===== src/rtl/line_follow_pkg.sv =====
// Shared codes and constants for the line-follow motion controller.
// RAMP_STEP is only consumed when the RAMP_EN build macro is defined.
package line_follow_pkg;

    typedef enum logic [1:0] {
        TRK_STOP     = 2'b00,
        TRK_RIGHT    = 2'b01,
        TRK_LEFT     = 2'b10,
        TRK_STRAIGHT = 2'b11
    } track_e;

    typedef enum logic [2:0] {
        ST_IDLE   = 3'd0,
        ST_DRIVE  = 3'd1,
        ST_BACKUP = 3'd2,
        ST_SEARCH = 3'd3,
        ST_HALT   = 3'd4
    } state_e;

    typedef enum logic {
        TURN_RIGHT = 1'b0,
        TURN_LEFT  = 1'b1
    } turn_e;

    localparam logic DIR_FWD = 1'b1;
    localparam logic DIR_REV = 1'b0;

    localparam int unsigned RAMP_STEP = 64;

endpackage


===== src/rtl/line_follow_motor_ctrl_wheel_pwm.sv =====
// One wheel channel: latches duty/direction at counter wrap and compares against the shared counter.
// Build macro RAMP_EN: slew applied duty by RAMP_STEP per period, passing through 0 on reversal.
module wheel_pwm
    import line_follow_pkg::*;
#(
    parameter int unsigned PWM_BITS = 10
) (
    input  logic                clk,
    input  logic                reset,
    input  logic [PWM_BITS-1:0] cnt,
    input  logic                wrap,
    input  logic [PWM_BITS:0]   tgt_duty,
    input  logic                tgt_fwd,
    output logic                pwm,
    output logic                fwd
);

    localparam int unsigned DUTY_W = PWM_BITS + 1;

    logic [DUTY_W-1:0] duty_q, duty_d;
    logic              fwd_q, fwd_d;

`ifdef RAMP_EN
    int unsigned cur_i, tgt_i, ramp_i;
`endif

    // Next applied duty/direction, only allowed to move on the wrap cycle.
    always_comb begin
        duty_d = duty_q;
        fwd_d  = fwd_q;
`ifdef RAMP_EN
        cur_i  = 32'(duty_q);
        tgt_i  = 32'(tgt_duty);
        ramp_i = cur_i;
        if (wrap) begin
            if (fwd_q != tgt_fwd) begin
                if (cur_i == 0) begin
                    fwd_d = tgt_fwd;
                end else begin
                    ramp_i = (cur_i > RAMP_STEP) ? cur_i - RAMP_STEP : 0;
                end
            end else if (cur_i < tgt_i) begin
                ramp_i = ((tgt_i - cur_i) > RAMP_STEP) ? cur_i + RAMP_STEP : tgt_i;
            end else begin
                ramp_i = ((cur_i - tgt_i) > RAMP_STEP) ? cur_i - RAMP_STEP : tgt_i;
            end
            duty_d = DUTY_W'(ramp_i);
        end
`else
        if (wrap) begin
            duty_d = tgt_duty;
            fwd_d  = tgt_fwd;
        end
`endif
    end

    // Duty is one bit wider than the counter so a full-scale duty gives a constant high.
    always_ff @(posedge clk) begin
        if (reset) begin
            duty_q <= '0;
            fwd_q  <= DIR_FWD;
            pwm    <= 1'b0;
            fwd    <= DIR_FWD;
        end else begin
            duty_q <= duty_d;
            fwd_q  <= fwd_d;
            pwm    <= ({1'b0, cnt} < duty_q);
            fwd    <= fwd_q;
        end
    end

endmodule


===== src/rtl/line_follow_motor_ctrl.sv =====
// Motion sequencer for the line-follow car: drive, lost-track backup/search/halt, shared PWM counter.
// Build macro RAMP_EN (in wheel_pwm) enables duty slewing.
module line_follow_motor_ctrl
    import line_follow_pkg::*;
#(
    parameter int unsigned PWM_BITS      = 10,
    parameter int unsigned SPEED_FAST    = 800,
    parameter int unsigned SPEED_SLOW    = 300,
    parameter int unsigned LOST_CYCLES   = 5_000_000,
    parameter int unsigned BACK_CYCLES   = 10_000_000,
    parameter int unsigned SEARCH_CYCLES = 50_000_000
) (
    input  logic       clk,
    input  logic       reset,
    input  logic       enable,
    input  logic [1:0] track_state,
    output logic       left_pwm,
    output logic       right_pwm,
    output logic       left_fwd,
    output logic       right_fwd,
    output logic [2:0] mode,
    output logic       halted
);

    localparam int unsigned DUTY_W   = PWM_BITS + 1;
    localparam int unsigned LOST_W   = $clog2(LOST_CYCLES + 1);
    localparam int unsigned BACK_W   = $clog2(BACK_CYCLES + 1);
    localparam int unsigned SEARCH_W = $clog2(SEARCH_CYCLES + 1);

    localparam logic [DUTY_W-1:0] DUTY_FAST = DUTY_W'(SPEED_FAST);
    localparam logic [DUTY_W-1:0] DUTY_SLOW = DUTY_W'(SPEED_SLOW);

    if (SPEED_FAST >= (1 << PWM_BITS) || SPEED_SLOW >= (1 << PWM_BITS)) begin : g_speed_check
        $error("SPEED_FAST and SPEED_SLOW must be below 2**PWM_BITS");
    end
    if (LOST_CYCLES == 0 || BACK_CYCLES == 0 || SEARCH_CYCLES == 0) begin : g_timer_check
        $error("cycle parameters must be non-zero");
    end

    state_e              state_q, state_d;
    turn_e               turn_q, turn_d;
    logic [LOST_W-1:0]   lost_q, lost_d;
    logic [BACK_W-1:0]   back_q, back_d;
    logic [SEARCH_W-1:0] search_q, search_d;
    logic [DUTY_W-1:0]   tgt_l_q, tgt_l_d, tgt_r_q, tgt_r_d;
    logic                tfwd_l_q, tfwd_l_d, tfwd_r_q, tfwd_r_d;
    logic [PWM_BITS-1:0] pwm_cnt;
    logic                pwm_wrap;

    assign pwm_wrap = (pwm_cnt == '1);

    always_ff @(posedge clk) begin
        if (reset) begin
            state_q  <= ST_IDLE;
            turn_q   <= TURN_RIGHT;
            lost_q   <= '0;
            back_q   <= '0;
            search_q <= '0;
            tgt_l_q  <= '0;
            tgt_r_q  <= '0;
            tfwd_l_q <= DIR_FWD;
            tfwd_r_q <= DIR_FWD;
            pwm_cnt  <= '0;
            mode     <= 3'd0;
            halted   <= 1'b0;
        end else begin
            state_q  <= state_d;
            turn_q   <= turn_d;
            lost_q   <= lost_d;
            back_q   <= back_d;
            search_q <= search_d;
            tgt_l_q  <= tgt_l_d;
            tgt_r_q  <= tgt_r_d;
            tfwd_l_q <= tfwd_l_d;
            tfwd_r_q <= tfwd_r_d;
            pwm_cnt  <= pwm_cnt + PWM_BITS'(1);
            mode     <= 3'(state_q);
            halted   <= (state_q == ST_HALT);
        end
    end

    // Next state, timers and wheel targets; enable low overrides everything.
    always_comb begin
        state_d  = state_q;
        turn_d   = turn_q;
        lost_d   = lost_q;
        back_d   = back_q;
        search_d = search_q;
        tgt_l_d  = tgt_l_q;
        tgt_r_d  = tgt_r_q;
        tfwd_l_d = tfwd_l_q;
        tfwd_r_d = tfwd_r_q;

        unique case (state_q)
            ST_IDLE: begin
                tgt_l_d  = '0;
                tgt_r_d  = '0;
                tfwd_l_d = DIR_FWD;
                tfwd_r_d = DIR_FWD;
                if (enable) state_d = ST_DRIVE;
            end
            ST_DRIVE: begin
                lost_d = '0;
                case (track_e'(track_state))
                    TRK_STRAIGHT: begin
                        tgt_l_d  = DUTY_FAST;
                        tgt_r_d  = DUTY_FAST;
                        tfwd_l_d = DIR_FWD;
                        tfwd_r_d = DIR_FWD;
                    end
                    TRK_LEFT: begin
                        tgt_l_d  = DUTY_SLOW;
                        tgt_r_d  = DUTY_FAST;
                        tfwd_l_d = DIR_FWD;
                        tfwd_r_d = DIR_FWD;
                        turn_d   = TURN_LEFT;
                    end
                    TRK_RIGHT: begin
                        tgt_l_d  = DUTY_FAST;
                        tgt_r_d  = DUTY_SLOW;
                        tfwd_l_d = DIR_FWD;
                        tfwd_r_d = DIR_FWD;
                        turn_d   = TURN_RIGHT;
                    end
                    default: begin
                        // Line lost: keep the last targets while the loss timer runs.
                        if (lost_q == LOST_W'(LOST_CYCLES - 1)) state_d = ST_BACKUP;
                        else lost_d = lost_q + LOST_W'(1);
                    end
                endcase
            end
            ST_BACKUP: begin
                tgt_l_d  = DUTY_SLOW;
                tgt_r_d  = DUTY_SLOW;
                tfwd_l_d = DIR_REV;
                tfwd_r_d = DIR_REV;
                if (back_q == BACK_W'(BACK_CYCLES - 1)) begin
                    state_d = ST_SEARCH;
                    back_d  = '0;
                end else begin
                    back_d = back_q + BACK_W'(1);
                end
            end
            ST_SEARCH: begin
                tgt_l_d  = DUTY_SLOW;
                tgt_r_d  = DUTY_SLOW;
                tfwd_l_d = (turn_q == TURN_LEFT) ? DIR_REV : DIR_FWD;
                tfwd_r_d = (turn_q == TURN_LEFT) ? DIR_FWD : DIR_REV;
                if (track_state != TRK_STOP) begin
                    state_d  = ST_DRIVE;
                    search_d = '0;
                end else if (search_q == SEARCH_W'(SEARCH_CYCLES - 1)) begin
                    state_d  = ST_HALT;
                    search_d = '0;
                end else begin
                    search_d = search_q + SEARCH_W'(1);
                end
            end
            ST_HALT: begin
                tgt_l_d  = '0;
                tgt_r_d  = '0;
                tfwd_l_d = DIR_FWD;
                tfwd_r_d = DIR_FWD;
            end
            default: state_d = ST_IDLE;
        endcase

        if (!enable) begin
            state_d  = ST_IDLE;
            lost_d   = '0;
            back_d   = '0;
            search_d = '0;
            tgt_l_d  = '0;
            tgt_r_d  = '0;
            tfwd_l_d = DIR_FWD;
            tfwd_r_d = DIR_FWD;
        end
    end

    wheel_pwm #(.PWM_BITS(PWM_BITS)) u_left (
        .clk      (clk),
        .reset    (reset),
        .cnt      (pwm_cnt),
        .wrap     (pwm_wrap),
        .tgt_duty (tgt_l_q),
        .tgt_fwd  (tfwd_l_q),
        .pwm      (left_pwm),
        .fwd      (left_fwd)
    );

    wheel_pwm #(.PWM_BITS(PWM_BITS)) u_right (
        .clk      (clk),
        .reset    (reset),
        .cnt      (pwm_cnt),
        .wrap     (pwm_wrap),
        .tgt_duty (tgt_r_q),
        .tgt_fwd  (tfwd_r_q),
        .pwm      (right_pwm),
        .fwd      (right_fwd)
    );

endmodule


===== config.mk =====
export PLATFORM = sky130hd
export DESIGN_NAME = line_follow_motor_ctrl
export DESIGN_NICKNAME = d
export VERILOG_FILES = /design/src/rtl/line_follow_pkg.sv /design/src/rtl/line_follow_motor_ctrl_wheel_pwm.sv /design/src/rtl/line_follow_motor_ctrl.sv
export SDC_FILE = /design/constraint.sdc
export NUM_CORES = 1
export LEC_CHECK = 0
export CAP_MARGIN = 20
export CORE_AREA = 2 2 144 90
export DETAILED_ROUTE_END_ITERATION = 12
export DIE_AREA = 0 0 146 92
export PLACE_DENSITY = 0.58
export RECOVER_POWER = 50
export SLEW_MARGIN = 30
export SYNTH_ARGS = -nofsm -noshare
export SYNTH_HDL_FRONTEND = slang
export SYNTH_SLANG_ARGS = --single-unit

===== constraint.sdc =====
create_clock -name clk -period 2.8 [get_ports clk]
set_clock_uncertainty 0.15 [all_clocks]
set_input_delay 0.42 -clock clk [delete_from_list [all_inputs] [get_ports clk]]
set_output_delay 0.42 -clock clk [all_outputs]
set_load 0.02 [all_outputs]

==> metrics.md <==
| Metric | Value |
|---|---|
| Status | finished, final reports clean |
| Remaining antenna violation count | 0 |
| Cells after DPL | slightly above 800 |
| Die height | between 90 and 100 um |
| CTS Buffer Depth | 2 |
| Seq cells post-synth | roughly 110 |
| Die width | between 100 and 150 um |
| Routed len/inst | 14.1 um |
| Nets | 668 |
| Switching Power | between 0.6 and 0.7 mW |
| Clock transition at path regs | approximately 0.07 ns |
| Maximum vdd drop | between 0.3 and 0.4 mV |
| Flop pwr share | 52.6% |
| Crit start category | register |
| Synth Instances | around 640 |
| Share of layout cells above drive strength 1 | between 7 and 8% |
| Post-CTS setup buffer count | 0 |
| Grt ovf | 0 |
| CTS tree | done |
| Yosys warns | 0 |
| Final worst path period need | 2.41 ns |
| Port Buffers | 12 |
| Setup CP Type | register to register |
| Initial antenna violation count | 0 |
| Clock group share of total power | between 40% and 50% |
| ANT cells | 0 |
| Initial Utilization | around 43% |
| Most common cell in the netlist | dfxtp_1 |
| Pwr Density | just under 500 mW/mm2 |
| Root Driver | clkbuf_16 |
| Number of flops mapped to enable cells by yosys | 0 |
| Die Footprint | 0.0134 mm2 |
| Largest net degree at the start of global routing | 38 |
| Hold-fix buffers, CTS | 0 |
| Finish-stage setup viols | 0 |
| Row cnt | 32 |
| Worst Reg-to-Reg Cells | 6 |
| Worst Path Arrival | 2.50 ns |
| Routed via count | 4478 |
| First-iteration detailed-routing DRC count | roughly 360 |
| Hold path depth | 1 |
| Logic pwr share | around 3.2% |
| P_int | between 2 and 2.5 mW |
| Fillers | around 1200 |
| Critical Path Fanout Max | 8 |
| Netlist Area Pre-Place | 0.00536 mm2 |
| Worst-Skew Late Latency | approximately 0.35 ns |
| Tightest Hold Check Type | register to register |
| CTS resizes | 0 |
| Synth top area share | 40.7% |
| Post-synth top flop | dfxtp_1 |
| Final worst-path cycle share | ~86% |
| RSZ-0062 raised after global routing | false |
| Boundary Pins | 13 |
| Drt total wl | roughly 12 mm |
| CTS H-tree depth | 3 |
| Hpwl dp | about 8.3 mm |
| RD Place Congestion | 0.824 |
| CP required | slightly below 3 ns |
| Via/cell ratio | approximately 5.4 |
| Post-synth cell types | 66 |
| Global-route wire length before repair | around 20 mm |
| Leak | between 2 and 2.5 nW |
| Synthesized area per cell | 8.40 um2 |
| CTS Buf Count | 9 |
| Cell Count, Final, Fillers Out | roughly 820 |
| Max Transition Viols Final | 0 |
| DRC Markers | 0 |
| Max-Cap Viols | 0 |
| Syn nets | between 600 and 700 |
| Area Growth Syn to Fin | 11.7% |
| FFs w/ async S/R, synth | 0% |
| Switching share of power | 22.7% |
| Post-synth top cells | dfxtp_1 (109), nor2_1 (85), nand2_1 (51) |
| Core area | ~0.012 mm2 |
| FMAX | slightly above 400 MHz |
| Aggregate global-route resource usage | a little under a fifth |
| Tightest Pin Transition | between 1 and 1.5 ns |
| Vias in the first global route | 4099 |
| Final hold violation count | 0 |
| 1st-pass router iterations | 5 |
| Synth area leaders | dfxtp_1 (41%), nor2_1 (6.0%), xnor2_1 (4.1%), nand3_1 (4.0%), xor2_1 (3.6%) |
| Max-slew headroom | 29.1% |
| Setup crit end kind | register |
| Most area-hungry cell type in the Yosys netlist | dfxtp_1 |
| TNS Setup | 0 ns |
| Clock sink total | roughly 110 |
| Share of the yosys chip area belonging to registers | between 40% and 50% |
[layout make-up]
class / instances / area, um2 / share of cell area, %
clock inverter: 7 / 85.1 / 1.42
sequential: 109 / 2180 / 36.5
tap: 170 / 213 / 3.56
multi-input combinational: 478 / 2950 / 49.2
timing repair buffer: 31 / 256 / 4.29
inverter: 20 / 75.1 / 1.25
clock buffer: 9 / 225 / 3.76
[power by group through the flow]
| stage | clock network (mW) | registers (mW) | logic, mW |
|---|---|---|---|
| finish | 1.31 | 1.56 | 0.0949 |
| global route | 1.41 | 1.57 | 0.104 |
| CTS | 1.36 | 1.56 | 0.0976 |
| detailed placement | 0 | 1.60 | 0.0972 |
| global placement | 0 | 1.60 | 0.0954 |
| floorplan | 0 | 1.60 | 0.0667 |
[worst paths after layout]
path                              endpoint  slack, ns       start
worst max register to register  lost_q[19]       0.39  lost_q[15]
worst min register to register  pwm_cnt[0]       0.30  pwm_cnt[0]
worst max-delay path            lost_q[19]       0.39  lost_q[15]
worst min-delay path            pwm_cnt[0]       0.30  pwm_cnt[0]
[routing by layer]
metal	wire length, um	global-route usage (%)	vias to the layer above
met3	494	3.78	8
met5	0	0	-
li1	-	-	2299
met1	6430	28.0	2092
met4	83	4.21	0
met2	4610	25.5	79
[flip-flops by register name, indices dropped and copies added, names as in the netlist, 2 cells and up]
register / cells
u_right.duty_q: 2
lost_q: 23
pwm_cnt: 10
tgt_r_q: 2
search_q: 26
back_q: 24
mode: 3
state_q: 3
tgt_l_q: 3
u_left.duty_q: 3
[cell usage in the layout, fill, tap and decap left out, drive strengths merged, types with 4 or more instances in the layout]
cell type / instances
dfxtp: 109
nor2: 85
nand2: 51
nand3: 44
a21oi: 30
xnor2: 25
nand4: 23
xor2: 22
o21ai: 22
inv: 22
a31oi: 20
nor4: 17
ha: 14
and3: 14
nor3: 14
buf: 14
clkbuf: 14
dlygate4sd3: 10
nor2b: 9
nand2b: 8
and2: 8
and4: 8
nor3b: 7
mux2i: 6
a21o: 6
a211oi: 4
a22o: 4
[stage by stage]
| stage | cell area [um2] | setup slack [ns] | util [%] | total power [mW] | hold slack [ns] |
|---|---|---|---|---|---|
| 3_5_place_dp | 5700 | 0.344 | 46.2 | 1.70 | 0.290 |
| 3_3_place_gp | 5700 | 0.413 | 46.2 | 1.70 | 0.283 |
| 5_1_grt | 5980 | 0.222 | 48.5 | 3.08 | 0.322 |
| 4_1_cts | 6010 | 0.436 | 48.7 | 3.02 | 0.307 |
| 2_1_floorplan | 5360 | 0.764 | - | 1.66 | 0.263 |
| 6_report | 5980 | 0.393 | 48.5 | 2.97 | 0.302 |
[critical path, stage by stage, from the launching register on]
cell	delay [ns]
dfxtp_1	0.37
or4b_1	0.59
nor4_4	0.39
a21oi_1	0.26
buf_4	0.23
a21o_1	0.15
a22o_1	0.17
[kinds of logic after synthesis]
group / count (synthesis) / share of synthesized area [%]
AO/OA/AOI/OAI: 108 / 13.2
XOR/XNOR: 47 / 7.68
adder cells (fa/ha/maj): 14 / 3.27
buffers and inverters: 51 / 4.16
flip-flops: 109 / 40.7
multiplexers: 6 / 1.12
AND/OR/NAND/NOR: 303 / 29.8
Note: power is estimated with default switching activity, not from simulation.
